### config.mk
export PLATFORM = sky130hd
export DESIGN_NAME = usb_ep_arbiter
export DESIGN_NICKNAME = d
export VERILOG_FILES = /design/src/rtl/usb_pkg.sv /design/src/rtl/usb_rr_pick.sv /design/src/rtl/usb_ep_arbiter.sv
export SDC_FILE = /design/constraint.sdc
export NUM_CORES = 1
export LEC_CHECK = 0
export CAP_MARGIN = 40
export CORE_MARGIN = 10
export CORE_UTILIZATION = 43
export CTS_CLUSTER_DIAMETER = 80
export CTS_CLUSTER_SIZE = 8
export DETAILED_ROUTE_END_ITERATION = 6
export PLACE_DENSITY = 0.74
export SLEW_MARGIN = 20
export SYNTH_ARGS = -nofsm -noshare
export SYNTH_HDL_FRONTEND = slang
export SYNTH_SLANG_ARGS = --single-unit
### constraint.sdc
create_clock -name clk -period 4.95 [get_ports clk]
set_clock_uncertainty 0.2 [all_clocks]
set_input_delay 0.99 -clock clk [delete_from_list [all_inputs] [get_ports clk]]
set_output_delay 0.99 -clock clk [all_outputs]
set_load 0.02 [all_outputs]
### src/rtl/usb_pkg.sv
`default_nettype none
// ============================================================================
//  Module   : usb_pkg
//  Purpose  : Shared definitions for the USB endpoint arbiter: FSM state
//             encoding, sizing constants and a modular-increment helper.
//  Ports    : none (package)
//  Revision : 1.0 - initial release
// ============================================================================
package usb_pkg;

    typedef enum logic [1:0] {
        IDLE    = 2'd0,
        GRANT   = 2'd1,
        RELEASE = 2'd2
    } usb_arb_state_e;

    localparam int USB_ARB_MAX_EP = 8;
    localparam int USB_ARB_CNT_W  = 8;

    // (idx + 1) mod n, for idx < n <= 8.
    function automatic logic [2:0] usb_arb_wrap_inc(input logic [2:0] idx, input int n);
        logic [3:0] nxt;
        nxt = {1'b0, idx} + 4'd1;
        if (nxt >= 4'(n)) begin
            nxt = 4'd0;
        end
        return nxt[2:0];
    endfunction

endpackage
`default_nettype wire

### src/rtl/usb_rr_pick.sv
`default_nettype none
// ============================================================================
//  Module   : usb_rr_pick
//  Purpose  : Combinational round-robin picker. Returns the first set bit of
//             req_i at or above ptr_i, wrapping from NUM_EP-1 back to 0.
//  Ports    : req_i   - eligible request vector
//             ptr_i   - round-robin start index
//             idx_o   - winner index (0 when no request)
//             valid_o - at least one eligible request present
//  Revision : 1.0 - initial release
// ============================================================================
module usb_rr_pick
    import usb_pkg::*;
#(
    parameter int NUM_EP = 3
) (
    input  logic [NUM_EP-1:0] req_i,
    input  logic [2:0]        ptr_i,
    output logic [2:0]        idx_o,
    output logic              valid_o
);

    logic [USB_ARB_MAX_EP-1:0] req_pad;
    logic [3:0]                pos;

    // Scan offsets from farthest to nearest so the nearest hit overwrites.
    always_comb begin
        req_pad = USB_ARB_MAX_EP'(req_i);
        idx_o   = 3'd0;
        valid_o = 1'b0;
        pos     = 4'd0;
        for (int k = NUM_EP - 1; k >= 0; k--) begin
            pos = {1'b0, ptr_i} + 4'(k);
            if (pos >= 4'(NUM_EP)) begin
                pos = pos - 4'(NUM_EP);
            end
            if (req_pad[pos[2:0]]) begin
                idx_o   = pos[2:0];
                valid_o = 1'b1;
            end
        end
    end

endmodule
`default_nettype wire

### src/rtl/usb_ep_arbiter.sv
`default_nettype none
// ============================================================================
//  Module   : usb_ep_arbiter
//  Purpose  : Round-robin arbiter granting one USB endpoint at a time access
//             to a shared packet buffer, forwarding the holder's byte strobe.
//             Optional build macro USB_ARB_TIMEOUT_EN adds an idle-hold
//             timeout that forcibly releases a silent holder.
//  Ports    : clk, reset  - clock, synchronous active-high reset
//             req         - per-requester access request
//             req_put     - per-requester byte write strobe
//             req_data    - per-requester byte, requester i on [8i+7:8i]
//             grant       - registered one-hot-or-zero grant
//             gnt_id      - current holder index (0 when idle)
//             busy        - high while a grant is held
//             buf_put     - write strobe to shared buffer
//             buf_data    - byte to shared buffer
//             timeout     - one-cycle pulse on forced release
//  Revision : 1.0 - initial release
// ============================================================================
module usb_ep_arbiter
    import usb_pkg::*;
#(
    parameter int NUM_EP  = 3,
    parameter int TIMEOUT = 255
) (
    input  logic                  clk,
    input  logic                  reset,
    input  logic [NUM_EP-1:0]     req,
    input  logic [NUM_EP-1:0]     req_put,
    input  logic [8*NUM_EP-1:0]   req_data,
    output logic [NUM_EP-1:0]     grant,
    output logic [2:0]            gnt_id,
    output logic                  busy,
    output logic                  buf_put,
    output logic [7:0]            buf_data,
    output logic                  timeout
);

    if (NUM_EP < 2 || NUM_EP > USB_ARB_MAX_EP || TIMEOUT < 1 || TIMEOUT > 255) begin : g_param_check
        $error("usb_ep_arbiter: NUM_EP or TIMEOUT out of range");
    end

    usb_arb_state_e    state_q;
    logic [NUM_EP-1:0] grant_q;
    logic [2:0]        gnt_id_q;
    logic              busy_q;
    logic [2:0]        rr_ptr_q;
    logic [2:0]        rr_ptr_d;

    logic [NUM_EP-1:0] elig_req;
    logic [2:0]        pick_idx;
    logic              pick_valid;

    logic              hold_req;
    logic              hold_put;
    logic [7:0]        hold_data;

    // Select the current holder's lane; gnt_id is 0 when idle, so lane 0
    // drives buf_data then (buf_put is masked by busy).
    always_comb begin
        hold_req  = 1'b0;
        hold_put  = 1'b0;
        hold_data = 8'h00;
        for (int i = 0; i < NUM_EP; i++) begin
            if (gnt_id_q == 3'(i)) begin
                hold_req  = req[i];
                hold_put  = req_put[i];
                hold_data = req_data[8*i +: 8];
            end
        end
    end

`ifdef USB_ARB_TIMEOUT_EN
    localparam logic [USB_ARB_CNT_W-1:0] TIMEOUT_C = USB_ARB_CNT_W'(TIMEOUT);

    logic [USB_ARB_CNT_W-1:0] cnt_q;
    logic [USB_ARB_CNT_W-1:0] cnt_d;
    logic [NUM_EP-1:0]        mask_q;
    logic                     timeout_q;
    logic                     to_hit;

    assign cnt_d    = cnt_q + 8'd1;
    // A holder dropping req releases normally, even on the limit cycle.
    assign to_hit   = hold_req && !hold_put && (cnt_d == TIMEOUT_C);
    assign elig_req = req & mask_q;
    assign timeout  = timeout_q;
`else
    assign elig_req = req;
    assign timeout  = 1'b0;
`endif

    usb_rr_pick #(
        .NUM_EP (NUM_EP)
    ) u_pick (
        .req_i   (elig_req),
        .ptr_i   (rr_ptr_q),
        .idx_o   (pick_idx),
        .valid_o (pick_valid)
    );

    assign rr_ptr_d = usb_arb_wrap_inc(pick_idx, NUM_EP);

    always_ff @(posedge clk) begin
        if (reset) begin
            state_q  <= IDLE;
            grant_q  <= '0;
            gnt_id_q <= 3'd0;
            busy_q   <= 1'b0;
            rr_ptr_q <= 3'd0;
`ifdef USB_ARB_TIMEOUT_EN
            cnt_q     <= '0;
            mask_q    <= '1;
            timeout_q <= 1'b0;
`endif
        end else begin
`ifdef USB_ARB_TIMEOUT_EN
            timeout_q <= 1'b0;
            // A requester that lets go of req regains eligibility.
            for (int i = 0; i < NUM_EP; i++) begin
                if (!req[i]) begin
                    mask_q[i] <= 1'b1;
                end
            end
`endif
            case (state_q)
                IDLE: begin
                    if (pick_valid) begin
                        state_q <= GRANT;
                        for (int i = 0; i < NUM_EP; i++) begin
                            grant_q[i] <= (pick_idx == 3'(i));
                        end
                        gnt_id_q <= pick_idx;
                        busy_q   <= 1'b1;
                        rr_ptr_q <= rr_ptr_d;
`ifdef USB_ARB_TIMEOUT_EN
                        cnt_q    <= '0;
`endif
                    end
                end
                GRANT: begin
                    if (!hold_req) begin
                        state_q  <= RELEASE;
                        grant_q  <= '0;
                        gnt_id_q <= 3'd0;
                        busy_q   <= 1'b0;
`ifdef USB_ARB_TIMEOUT_EN
                        cnt_q    <= '0;
                    end else if (to_hit) begin
                        state_q   <= RELEASE;
                        grant_q   <= '0;
                        gnt_id_q  <= 3'd0;
                        busy_q    <= 1'b0;
                        cnt_q     <= '0;
                        timeout_q <= 1'b1;
                        for (int i = 0; i < NUM_EP; i++) begin
                            if (gnt_id_q == 3'(i)) begin
                                mask_q[i] <= 1'b0;
                            end
                        end
                    end else begin
                        cnt_q <= hold_put ? '0 : cnt_d;
`endif
                    end
                end
                RELEASE: begin
                    state_q <= IDLE;
                end
                default: begin
                    state_q <= IDLE;
                end
            endcase
        end
    end

    assign grant    = grant_q;
    assign gnt_id   = gnt_id_q;
    assign busy     = busy_q;
    assign buf_put  = busy_q & hold_put;
    assign buf_data = hold_data;

endmodule
`default_nettype wire

==> metrics <==
status=finished, final reports clean; Layout area overhead=37.2%; largest net degree at the start of global routing=19; Total Routed Length=4090 microns; crit share post-route=0.753; Max Root-Sink Buffers=2; drt initial violations=89; Synth async-reset ratio=0; maximum fanout along the worst path=13; share of the synthesized area in the top cell type=0.175; filler instances=286; unrepaired setup endpoints after global routing=false; Port-buffer cells=47; fmax=0.268 GHz; Required @ worst endpoint=3.76 ns; post-synthesis area per instance=8.29 sq um; DP Worst Slack=1.12 ns; htree depth=1; Post-CTS Resized=0; Synth Area in Compound Gates=0.271; Synth area leaders=dfxtp_1 (17%), mux2i_1 (13%), ha_1 (11%); hold wc startpoint=busy; CORE AREA=0.00305 sq mm; Avg WL per Cell=16.2 microns; R2R depth=12; Initial Util=0.451; CTS Sinks=12; mux contribution to synthesized area=0.158; gr usage total=0.137; WP data arrival=2.54 ns; worst vdd ir=0.347 mV; Post-synth EDFFs=0; R2R Setup Slk=1.32 ns; # nets final=253; Rel. slew slack=0.537; total CTS buffers=3; hold buffer count at CTS=0; Setup crit end kind=output pin; Yosys cell types=53; final setup violation count=0; slowest CP cell=clkdlybuf4s50_1; first-pass iteration count of the detailed router=4; Post-DP Area=0.00185 sq mm; post-synthesis cell area=0.00138 sq mm; number of max-cap violations=0; Slew @ Worst Pin=0.693 ns; adder-cell share of the synthesized area=0.109; Synth Instances=166; Vias=1,367; IO Pins=49; Die Height=76.6 microns; Post-CTS Setup Repair Bufs=0; final design instance area without fill=0.00189 sq mm; RR Endpoint=rr_ptr_q[0]; worst-case hold slack=0.282 ns; vias in the first global route=1,410; register area share after synthesis=0.175; grt ovf=0; WHS Endpoint=busy; first-pass GRT wire length=6900 microns; PD cells=653 mW/mm^2; TNS Setup=0 ns; crit-path max cell delay=0.65 ns; final setup margin=1.22 ns; fin crit period=3.73 ns; diode count=0; Syn Nets=210; Multi-input gate area=0.00104 sq mm; final slew viol count=0; Clock transition at path regs=0.08 ns; reg2reg start=rr_ptr_q[0]; Hold Fails Final Rpt=0; share of layout cells above drive strength 1=0.111; worst-path cell chain=nor2b_1 -> a21oi_1 -> nor3b_1 -> clkdlybuf4s50_1; hold path depth=2; main combinational cell family by area after synthesis=compound AO/OA/AOI/OAI gates; CTS tree=done; Placement Rows=20; initial antenna violation count=0; remaining antenna violation count=0; Synth Area in XOR/XNOR=0.00636; vias per cell=5.42; later-pin clock latency in the skew report=0.28 ns; root buf cell=clkbuf_4; Simple-Gate Fraction of Synth Area=0.212; #FFs+latches synth=12; Min-Delay Path Class=flip-flop to flip-flop; Startpoint Class=flip-flop; ys flop type=dfxtp_1; Crit Path Class=flip-flop to output pin; # DRC=0; RePlAce Congestion=0.809; DIE AREA=0.00586 sq mm; leading area contributor after synthesis=dfxtp_1; P_leak=0.000764 uW; HPWL Detailed=3330 microns; storage element area=240 sq um; Die Width=76.6 microns; YS warnings=0
synthesized netlist by cell type, types with 2 or more instances:
library cell / number
nor2_1: 22
mux2i_1: 18
a21oi_1: 16
dfxtp_1: 12
ha_1: 12
inv_1: 9
nor3_1: 7
clkbuf_1: 5
and3_1: 4
nand3_1: 4
o211ai_1: 4
nor2b_1: 3
o21a_1: 3
buf_6: 2
mux2_2: 2
nand2_1: 2
nand2b_1: 2
nor3_2: 2
nor3b_1: 2
o21ai_4: 2
through the flow:
stage                     cells  total power, uW   util
after floorplan             166              896      -
after global placement      248             1120  0.607
after detailed placement    248             1150  0.607
after CTS                   252             1230  0.618
after global routing        252             1340  0.618
final                       252             1230  0.618
critical path, delay by kind of cell (launching register included):
kind,cells,cell delay (ns)
buffers and inverters,1,0.65
AND/OR/NAND/NOR,2,0.83
flip-flops,1,0.60
AO/OA/AOI/OAI,1,0.17
cell type report:
class                           instances  share of cell area
Multi-Input combinational cell        135               0.553
Timing Repair Buffer                   48               0.253
Clock buffer                            4              0.0192
Tap cell                               44              0.0292
Sequential cell                        12               0.127
Inverter                                9              0.0179
cell families (layout without fill, tap and decap cells):
group / Yosys count / after routing
AOI/OAI and AO/OA: 45 / 45
adders and majority gates: 12 / 12
other: 1 / 1
and+or+nand+nor: 55 / 55
buffers and inverters: 19 / 61
xor gates and xnor gates: 1 / 1
muxes: 21 / 21
DFF: 12 / 12
flip-flops by register name, summed over array words and instances, names as in the netlist:
register and cells:
gnt_id 3, rr_ptr_q 3, state_q 2, grant 3, busy 1
power breakdown:
| group | internal, uW | leakage [uW] | total (uW) | switching, uW |
|---|---|---|---|---|
| clock network | 44.7 | 0.0000210 | 78.3 | 33.6 |
| registers | 130 | 0.0000983 | 186 | 55.4 |
| logic | 438 | 0.000644 | 968 | 531 |
worst max path at each step:
stage | start | end | slack (ns) | cells past startpoint
final | gnt_id[0] | buf_put | 1.22 | 4
after global routing | gnt_id[0] | buf_put | 1.06 | 4
after CTS | req_put[2] | buf_put | 1.21 | 6
after detailed placement | req[2] | rr_ptr_q[0] | 1.12 | 10
after global placement | req[2] | rr_ptr_q[0] | 1.18 | 10
after floorplan | rr_ptr_q[0] | rr_ptr_q[0] | 1.57 | 14
routing by layer:
metal,GRT usage,part of all wire
met5,0,0
met4,0.0335,0.011
met3,0.0236,0.030
met2,0.256,0.53
met1,0.156,0.42
cells in the final DEF, fill, tap and decap left out, types with 7 or more instances in the layout:
cell / count
dfxtp_1: 12
nor3_1: 7
ha_1: 12
nor2_1: 22
clkdlybuf4s50_1: 47
mux2i_1: 18
a21oi_1: 16
inv_1: 9
(Power assumes the default switching activity.)
